==> config.mk <==
export PLATFORM = sky130hd
export DESIGN_NAME = console_bridge
export DESIGN_NICKNAME = d
export VERILOG_FILES = /design/src/rtl/console_bridge_pkg.sv /design/src/rtl/sync_fifo.sv /design/src/rtl/console_bridge.sv
export SDC_FILE = /design/constraint.sdc
export NUM_CORES = 1
export LEC_CHECK = 0
export BUFFER_PORTS_ARGS = -buffer_cell sky130_fd_sc_hd__buf_4
export CORE_UTILIZATION = 55
export CTS_CLUSTER_SIZE = 16
export DETAILED_ROUTE_END_ITERATION = 7
export PLACE_DENSITY_LB_ADDON = 0.25
export SLEW_MARGIN = 20
export SYNTH_ARGS = -nofsm -noshare
export SYNTH_HDL_FRONTEND = slang
export SYNTH_SLANG_ARGS = --single-unit
==> constraint.sdc <==
create_clock -name CLK -period 2.4 [get_ports CLK]
set_input_delay 0.36 -clock CLK [delete_from_list [all_inputs] [get_ports CLK]]
set_output_delay 0.36 -clock CLK [all_outputs]
set_load 0.05 [all_outputs]
==> src/rtl/console_bridge_pkg.sv <==
// Shared types and constants for the console bridge: IN-side handshake states and ASCII codes.
package console_bridge_pkg;

  typedef enum logic [1:0] {
    StIdle,
    StPresent,
    StWaitLow
  } in_state_e;

  localparam logic [7:0] ASCII_CR = 8'h0D;
  localparam logic [7:0] ASCII_LF = 8'h0A;

endpackage

==> src/rtl/sync_fifo.sv <==
// Synchronous FIFO with occupancy count and an optional second write port that lands
// one slot after the primary write in the same cycle.
module sync_fifo #(
  parameter int unsigned WIDTH = 8,
  parameter int unsigned DEPTH = 16
) (
  input  logic                     clk,
  input  logic                     rst_n,
  input  logic                     push,
  input  logic [WIDTH-1:0]         push_data,
  input  logic                     push2,
  input  logic [WIDTH-1:0]         push2_data,
  input  logic                     pop,
  output logic [WIDTH-1:0]         pop_data,
  output logic                     full,
  output logic                     empty,
  output logic [$clog2(DEPTH):0]   count
);

  localparam int unsigned AW = $clog2(DEPTH);
  localparam int unsigned CW = AW + 1;

  logic [WIDTH-1:0] mem [DEPTH];
  logic [AW-1:0]    wr_ptr_q, rd_ptr_q;
  logic [CW-1:0]    count_q;
  logic             push_ok, push2_ok, pop_ok;

  assign full     = (count_q == CW'(DEPTH));
  assign empty    = (count_q == '0);
  assign push_ok  = push && !full;
  // Second word only goes in together with the first and only if both fit.
  assign push2_ok = push_ok && push2 && (count_q < CW'(DEPTH - 1));
  assign pop_ok   = pop && !empty;
  assign pop_data = mem[rd_ptr_q];
  assign count    = count_q;

  always_ff @(posedge clk) begin
    if (push_ok)  mem[wr_ptr_q] <= push_data;
    if (push2_ok) mem[wr_ptr_q + AW'(1)] <= push2_data;
  end

  always_ff @(posedge clk or negedge rst_n) begin
    if (!rst_n) begin
      wr_ptr_q <= '0;
      rd_ptr_q <= '0;
      count_q  <= '0;
    end else begin
      wr_ptr_q <= wr_ptr_q + AW'(push_ok) + AW'(push2_ok);
      rd_ptr_q <= rd_ptr_q + AW'(pop_ok);
      count_q  <= count_q + CW'(push_ok) + CW'(push2_ok) - CW'(pop_ok);
    end
  end

endmodule

==> src/rtl/console_bridge.sv <==
// Console bridge between UART byte engines and the processor console ports.
// Define CONSOLE_CRLF_EN to expand processor CR writes into CR,LF on the TX side.
module console_bridge
  import console_bridge_pkg::*;
#(
  parameter int unsigned DATA_W     = 8,
  parameter int unsigned RX_DEPTH   = 16,
  parameter int unsigned TX_DEPTH   = 16,
  parameter int unsigned GAP_CYCLES = 4
) (
  input  logic                        CLK,
  input  logic                        RESETn,
  input  logic [DATA_W-1:0]           rx_data,
  input  logic                        rx_strobe,
  output logic                        rx_overflow,
  output logic [DATA_W-1:0]           CONSOLE_IN,
  output logic                        CONSOLE_IN_valid,
  input  logic                        CONSOLE_IN_ack,
  input  logic [DATA_W-1:0]           CONSOLE_OUT,
  input  logic                        CONSOLE_OUT_valid,
  output logic                        CONSOLE_OUT_ready,
  output logic [DATA_W-1:0]           tx_data,
  output logic                        tx_valid,
  input  logic                        tx_ready,
  output logic [$clog2(RX_DEPTH):0]   rx_count,
  output logic [$clog2(TX_DEPTH):0]   tx_count
);

  localparam int unsigned GapW = $clog2(GAP_CYCLES + 1);

  in_state_e         state_q;
  logic [GapW-1:0]   gap_q;
  logic [DATA_W-1:0] in_data_q;
  logic              in_valid_q;
  logic              overflow_q;
  logic              out_en_q;

  logic              rx_full, rx_empty, rx_pop;
  logic [DATA_W-1:0] rx_head;
  logic              tx_full, tx_empty, tx_push, tx_push2, tx_pop;
  logic [DATA_W-1:0] tx_push2_data;

  sync_fifo #(
    .WIDTH (DATA_W),
    .DEPTH (RX_DEPTH)
  ) u_rx_fifo (
    .clk        (CLK),
    .rst_n      (RESETn),
    .push       (rx_strobe),
    .push_data  (rx_data),
    .push2      (1'b0),
    .push2_data ('0),
    .pop        (rx_pop),
    .pop_data   (rx_head),
    .full       (rx_full),
    .empty      (rx_empty),
    .count      (rx_count)
  );

  // The byte is consumed on the ack edge; WAIT_LOW only waits for the ack to drop.
  assign rx_pop = (state_q == StPresent) && CONSOLE_IN_ack;

  always_ff @(posedge CLK or negedge RESETn) begin
    if (!RESETn) begin
      state_q    <= StIdle;
      gap_q      <= GapW'(GAP_CYCLES);
      in_data_q  <= '0;
      in_valid_q <= 1'b0;
    end else begin
      case (state_q)
        StIdle: begin
          if (gap_q != '0) gap_q <= gap_q - GapW'(1);
          if ((gap_q == '0) && !rx_empty && !CONSOLE_IN_ack) begin
            state_q    <= StPresent;
            in_valid_q <= 1'b1;
            in_data_q  <= rx_head;
          end
        end
        StPresent: begin
          if (CONSOLE_IN_ack) state_q <= StWaitLow;
        end
        StWaitLow: begin
          if (!CONSOLE_IN_ack) begin
            state_q    <= StIdle;
            in_valid_q <= 1'b0;
            gap_q      <= GapW'(GAP_CYCLES);
          end
        end
        default: state_q <= StIdle;
      endcase
    end
  end

  always_ff @(posedge CLK or negedge RESETn) begin
    if (!RESETn) begin
      overflow_q <= 1'b0;
      out_en_q   <= 1'b0;
    end else begin
      out_en_q <= 1'b1;
      if (rx_strobe && rx_full) overflow_q <= 1'b1;
    end
  end

  assign rx_overflow      = overflow_q;
  assign CONSOLE_IN       = in_data_q;
  assign CONSOLE_IN_valid = in_valid_q;

`ifdef CONSOLE_CRLF_EN
  logic out_is_cr;
  assign out_is_cr         = (CONSOLE_OUT == DATA_W'(ASCII_CR));
  // A CR needs room for itself and the appended LF.
  assign CONSOLE_OUT_ready = out_en_q &&
                             (out_is_cr ? (tx_count < ($clog2(TX_DEPTH)+1)'(TX_DEPTH - 1))
                                        : !tx_full);
  assign tx_push2          = out_is_cr;
  assign tx_push2_data     = DATA_W'(ASCII_LF);
`else
  assign CONSOLE_OUT_ready = out_en_q && !tx_full;
  assign tx_push2          = 1'b0;
  assign tx_push2_data     = '0;
`endif

  assign tx_push  = CONSOLE_OUT_valid && CONSOLE_OUT_ready;
  assign tx_valid = !tx_empty;
  assign tx_pop   = tx_valid && tx_ready;

  sync_fifo #(
    .WIDTH (DATA_W),
    .DEPTH (TX_DEPTH)
  ) u_tx_fifo (
    .clk        (CLK),
    .rst_n      (RESETn),
    .push       (tx_push),
    .push_data  (CONSOLE_OUT),
    .push2      (tx_push2),
    .push2_data (tx_push2_data),
    .pop        (tx_pop),
    .pop_data   (tx_data),
    .full       (tx_full),
    .empty      (tx_empty),
    .count      (tx_count)
  );

endmodule
Word-level counts from Yosys, hierarchy flattened:

Memories as Yosys holds them, arrays and structs flattened. A register that Yosys moved wholly into a read port is not among the register bits.
Index checks and enable logic that the tools add are counted.
Widths: inputs -> output; s select.

* bits in registers: 34
* RAM bits: 256
* input port bits: 22
* output and inout bits: 30
* memories kept: 2

* $add $sub $neg: 9
* equality and inequality tests: 8
* mux-type cells: 14
* reduce and logical (&&, ||, !) cells: 27

Memories
* u_rx_fifo.mem: words 16, width 8, read ports 1, clocked after Yosys merged registers in 1, write ports 1, line sync_fifo.sv:23 `logic [WIDTH-1:0] mem [DEPTH];`
* u_tx_fifo.mem: words 16, width 8, read ports 1, clocked after Yosys merged registers in 0, write ports 1, line sync_fifo.sv:23

Operators by type and width (count)
* $add 4x1->4: 4
* $logic_and 1x1->1: 11
* $add 5x1->5: 2
* $eq 5x5->1 const B: 2
* $logic_not 5->1: 2
* $sub 5x1->5: 2
* $reduce_and 3->1: 3
* $ne 2x2->1 const B: 4
* $logic_not 1->1: 6
* $mux 1: 6
* $mux 2: 3
* $mux 3: 2
* $pmux 2 s3: 1
* $pmux 3 s2: 1
* $logic_not 3->1: 1
* $reduce_bool 3->1: 1
* $sub 3x1->3 const B: 1
* $eq 2x1->1 const B: 1
* $eq 2x2->1 const B: 1
* $logic_not 2->1: 1
* $pmux 1 s2: 1
* $reduce_and 2->1: 1
* $reduce_bool 2->1: 1

Logic depth before layout (Yosys ltp):

* word-level depth: 7
* depth in mapped cells: 13
* gate-level depth less buffers: 13

Modules after synthesis:

Synthesis repeated with hierarchy kept, for this count alone.

* cells, all modules: 985
* area, all modules: 15768.9 sq um

Modules (own cells, without submodules)
* sync_fifo at u_rx_fifo: times used 1, cells an instance 461, area each 7512.2 sq um, sequential area each 4169.0 sq um
* sync_fifo at u_tx_fifo: times used 1, cells an instance 460, area each 7483.4 sq um, sequential area each 4169.0 sq um
* console_bridge: times used 1, cells an instance 64, area each 773.2 sq um, sequential area each 401.6 sq um

Worst setup path before layout:

OpenSTA, ideal clock, no wires.

* path kind: register -> register
* from: reg u_tx_fifo.count_q[2] (netlist: u_tx_fifo.count[2])
* to: mem u_tx_fifo.mem[0][0] (enable)
* setup time: 383 ps
* data arrival time: 2503 ps
* slack: -486 ps
* stages on the path, launching flop included: 8
* period minus slack after synthesis: 2886 ps
* path through: dfrtp_1 -> inv_1 -> ha_1 -> nand4bb_1 -> and3_1 -> clkbuf_1 -> or3b_2 -> nor3_1

* word-level cells in the longest chain between the ends: 7

RTL lines
* from (decl): line sync_fifo.sv:25 `logic [CW-1:0] count_q;`
* from (signal assigned): line sync_fifo.sv:50 `count_q <= count_q + CW'(push_ok) + CW'(push2_ok) - CW'(pop_ok);`
* $eq 5x5->1 *: line sync_fifo.sv:28 `assign full = (count_q == CW'(DEPTH));`
* $logic_not 1->1 *: line sync_fifo.sv:30, console_bridge.sv:118
* $logic_and 1x1->1: line console_bridge.sv:118 `assign CONSOLE_OUT_ready = out_en_q && !tx_full;`
* $logic_and 1x1->1: line console_bridge.sv:123 `assign tx_push = CONSOLE_OUT_valid && CONSOLE_OUT_ready;`
* $logic_and 1x1->1 *: line sync_fifo.sv:30 `assign push_ok = push && !full;`
* $mux 1 *: line sync_fifo.sv:38 `if (push_ok) mem[wr_ptr_q] <= push_data;`
* $mux 1 (implied by the code) *: line sync_fifo.sv:38
* to (decl): line sync_fifo.sv:23

Every way passes the cells marked *; elsewhere a longest branch is shown, timed or not.

Worst setup path after layout:

* from: reg u_tx_fifo.rd_ptr_q[0]
* to: out tx_data[2]

* word-level cells in the longest chain between the ends: 1

RTL lines
* from (decl): line sync_fifo.sv:24 `logic [AW-1:0] wr_ptr_q, rd_ptr_q;`
* from (signal assigned): line sync_fifo.sv:49 `rd_ptr_q <= rd_ptr_q + AW'(pop_ok);`
* $mem_v2 16x8
* to (decl): line console_bridge.sv:22 `output logic [DATA_W-1:0] tx_data,`

Every way passes these cells.

==> results_dict.tcl <==
set metrics [dict create \
    violations "setup timing" \
    min_period_ps 2800 \
    crit_chain "buf_12 -> mux4_1 -> mux4_2 -> buf_4" \
    insertedDiodeCount 0 \
    chipWidth_um 150 \
    ys_ff_latch 298 \
    tightest_slew_ps 566 \
    firstDrtPassIters 5 \
    power.total_uw 17500 \
    cpPeakStageDelay_ps 590 \
    layout_setup_ws_ps -400 \
    wirelength_um 22700 \
    std_cell_rows 53 \
    fin_crit_sh_pct 117 \
    rsz0062_at_grt "true" \
    die_h_um 150 \
    gr-total-overflow 0 \
    yosys_warnings 0 \
    peakVddDrop_uv 765 \
    htree_levels 1 \
    syn_nets 640 \
    synth-seq-area-share_pct 72.7 \
    antenna_found_initial 0 \
    netlist_instances 598 \
    worstPathMaxFanout 18 \
    clock_path_buffers 3 \
    clock_latency_ps 530 \
    wl_per_cell_um 22.8 \
    synth_edf_count 256 \
    gr-usage-all-layers_pct 21.1 \
    cp.depth 4 \
    pwr-share-seq_pct 39.7 \
    critical-path-top-delay-family "multiplexers" \
    core_area_um2 21200 \
    drc 0 \
    final_antenna_net_count 0 \
    ios 52 \
    cp-start-kind "flip-flop" \
    drive_gt1_share_pct 32.3 \
    cp-end-kind "primary output" \
    critPathArrivalTime_ps 2440 \
    clkPwrFrac_pct 25.1 \
    cp.buffers_inverters 2 \
    floorplan.initialDensity_pct 56.7 \
    r2r_start "u_tx_fifo.count[2]" \
    synthFlopType "edfxtp_1" \
    fin_nets 744 \
    netlist_area_um2 12000 \
    clock.fmax_ghz 0.357 \
    area_growth_pct 16.7 \
    slew_viol_final 0 \
    root_buffer "clkbuf_16" \
    die_area_um2 22500 \
    cts_made_buffers 29 \
    crit_type "reg2out" \
    fin_skew_ps 21.0 \
    hpwl_um 14100 \
    hold-worst-slack_ps 65.7 \
    preCtsSetupSlack_ps 40.4 \
    ff2ff_setup_slack_ps 150 \
    cp_slowest_cell "mux4_1" \
    avgSynthCellArea_um2 20.1 \
    setup_tns_ps -2800 \
    drtIter0Drc 408 \
    p_int_uw 11700 \
    hold_violations 0 \
    critPathLaunch "u_tx_fifo.rd_ptr_q[0]" \
    gp_congestion 0.807 \
    ff2ff_path_depth 7 \
    power_leakage_uw 0.00500 \
    maxCapViolations 0 \
    combPwrFrac_pct 35.3 \
    required_ps 2040 \
    power_switching_uw 5840 \
    grt_pass1_vias 6190 \
    pwr_density_cell_nw_per_um2 1250 \
    vias 5844 \
    setup_viol 8 \
    synth_async_sr_flop_share_pct 14.1 \
    synth_cell_types 44 \
    vias_per_cell 5.87 \
    switching_share_pct 33.4 \
    hp-class "in2reg" \
    grt_max_degree 43 \
    endpoint "tx_data[2]" \
    port_buffers 51 \
    r2r_end "u_tx_fifo.mem[0][2]" \
    clkSlewWorstSetupHoldPaths_ps 60 \
    grt_pass1_wl_um 34700 \
    status "complete, but fails checks" \
    cts_tree "done" \
    cts_sinks 298 \
    worst_slew_margin_rel_pct 62.2 \
]
[cells in the mapped netlist (3+ instances only)]
library cell	n	area, um2
o21ai_0	11	55.1
buf_6	7	78.8
nand3b_1	5	37.5
nand3_1	5	25.0
xor2_1	10	87.6
nand2_1	18	67.6
nor2b_1	3	18.8
nor3_1	12	60.1
nand2b_1	7	43.8
nor2_1	28	105
xnor2_1	8	70.1
mux4_1	32	841
ha_1	18	225
dfrtp_1	41	1030
edfxtp_1	256	7690
a21oi_1	9	45.0
a21o_1	3	22.5
inv_1	19	71.3
mux4_2	40	901
mux2i_1	14	140
mux2_2	6	67.6
clkbuf_1	12	45.0
buf_2	5	25.0
[routing by layer]
metal	track usage [%]	vias up	wire length, um
met5	0	-	0
met4	6.57	0	450
met3	3.08	28	1100
met2	37.8	165	12100
met1	26.5	3048	9080
li1	-	2603	-
[kinds of logic after synthesis]
logic type,share of synthesized area [%]
AO/OA/AOI/OAI,1.63
buffers and inverters,2.20
AND/OR/NAND/NOR,3.73
multiplexers,16.2
XOR/XNOR,1.31
adder cells (fa/ha/maj),2.21
other,0.0312
flip-flops,72.7
[cell type report]
class / count / area, um2
fillers: 1411 / 7190
flip-flops and latches: 298 / 8750
multi-input cells: 252 / 3070
well taps: 275 / 344
inverters: 19 / 71.3
repair buffers: 102 / 883
clock buffers: 30 / 729
clock inverters: 20 / 191
[worst reg2reg max path, cell delays in order (launching register included)]
cell and delay [ps]:
dfrtp_2 380, inv_2 40, ha_1 200, nand4bb_1 120, and3_1 330, or3b_4 470, nor3_4 160, buf_4 220
[sequential cells by signal, summed over array words and instances, names as in the netlist]
register            cells
u_rx_fifo.rd_ptr_q      4
u_tx_fifo.wr_ptr_q      4
u_rx_fifo.mem         128
CONSOLE_IN              8
u_rx_fifo.wr_ptr_q      4
CONSOLE_IN_valid        1
gap_q                   3
u_tx_fifo.mem         128
u_rx_fifo.count         5
rx_overflow             1
u_tx_fifo.rd_ptr_q      4
out_en_q                1
state_q                 2
u_tx_fifo.count         5
[worst min-delay path by stage]
stage | startpoint | end | slack (ps) | cells past startpoint
2_1_floorplan | RESETn | CONSOLE_IN[0] | 60 | 0
3_3_place_gp | RESETn | u_tx_fifo.count[4] | 370 | 1
3_5_place_dp | RESETn | u_tx_fifo.count[1] | 380 | 1
4_1_cts | CONSOLE_IN_ack | state_q[0] | 50 | 2
5_1_grt | CONSOLE_IN_ack | state_q[0] | 60 | 2
6_report | CONSOLE_IN_ack | state_q[0] | 70 | 2
[timing repair]
action / in CTS / in global routing
setup buffers: 0 / 2
endpoints found under the hold margin: 41 / 0
endpoints found under the setup margin: 8 / 9
pin swaps: 0 / 1
hold buffers: 1 / 0
resized for setup: 11 / 6
[per-stage QoR]
stage	util, %	instance area, um2	instances
3_5_place_dp	61.7	13100	943
4_1_cts	66.1	14000	994
5_1_grt	66.1	14000	996
2_1_floorplan	-	12100	598
6_report	66.1	14000	996
3_3_place_gp	61.7	13100	943
[layout by cell type, fill, tap and decap left out, types with 3 or more instances in the layout]
cell,Yosys,layout
nor3_2,0,4
nand2b_1,7,7
ha_1,18,17
mux4_2,40,50
dfrtp_1,41,35
clkbuf_16,0,29
nor2_1,28,22
bufinv_16,0,3
nor3_1,12,6
mux2i_1,14,14
dfrtp_2,0,6
xor2_1,10,10
xnor2_1,8,8
nand2_1,18,18
buf_12,1,8
buf_4,2,89
a21oi_1,9,9
clkinv_2,0,5
nand3_1,5,4
inv_2,0,5
o21ai_0,11,10
nor2_2,0,6
inv_1,19,14
a21o_1,3,3
mux2_2,6,6
edfxtp_1,256,256
mux4_1,32,22
clkinv_1,0,5
nand3b_1,5,5
clkinvlp_4,0,3
nor2b_1,3,3
buf_6,7,4
[power by group through the flow]
stage / logic, uW / registers (uW) / clock network (uW)
2_1_floorplan: 4110 / 7290 / 0
4_1_cts: 6240 / 6940 / 4460
3_3_place_gp: 5980 / 6980 / 0
5_1_grt: 6620 / 7020 / 4670
3_5_place_dp: 6130 / 7030 / 0
6_report: 6180 / 6940 / 4390
Power figures use the tool's default switching activity.
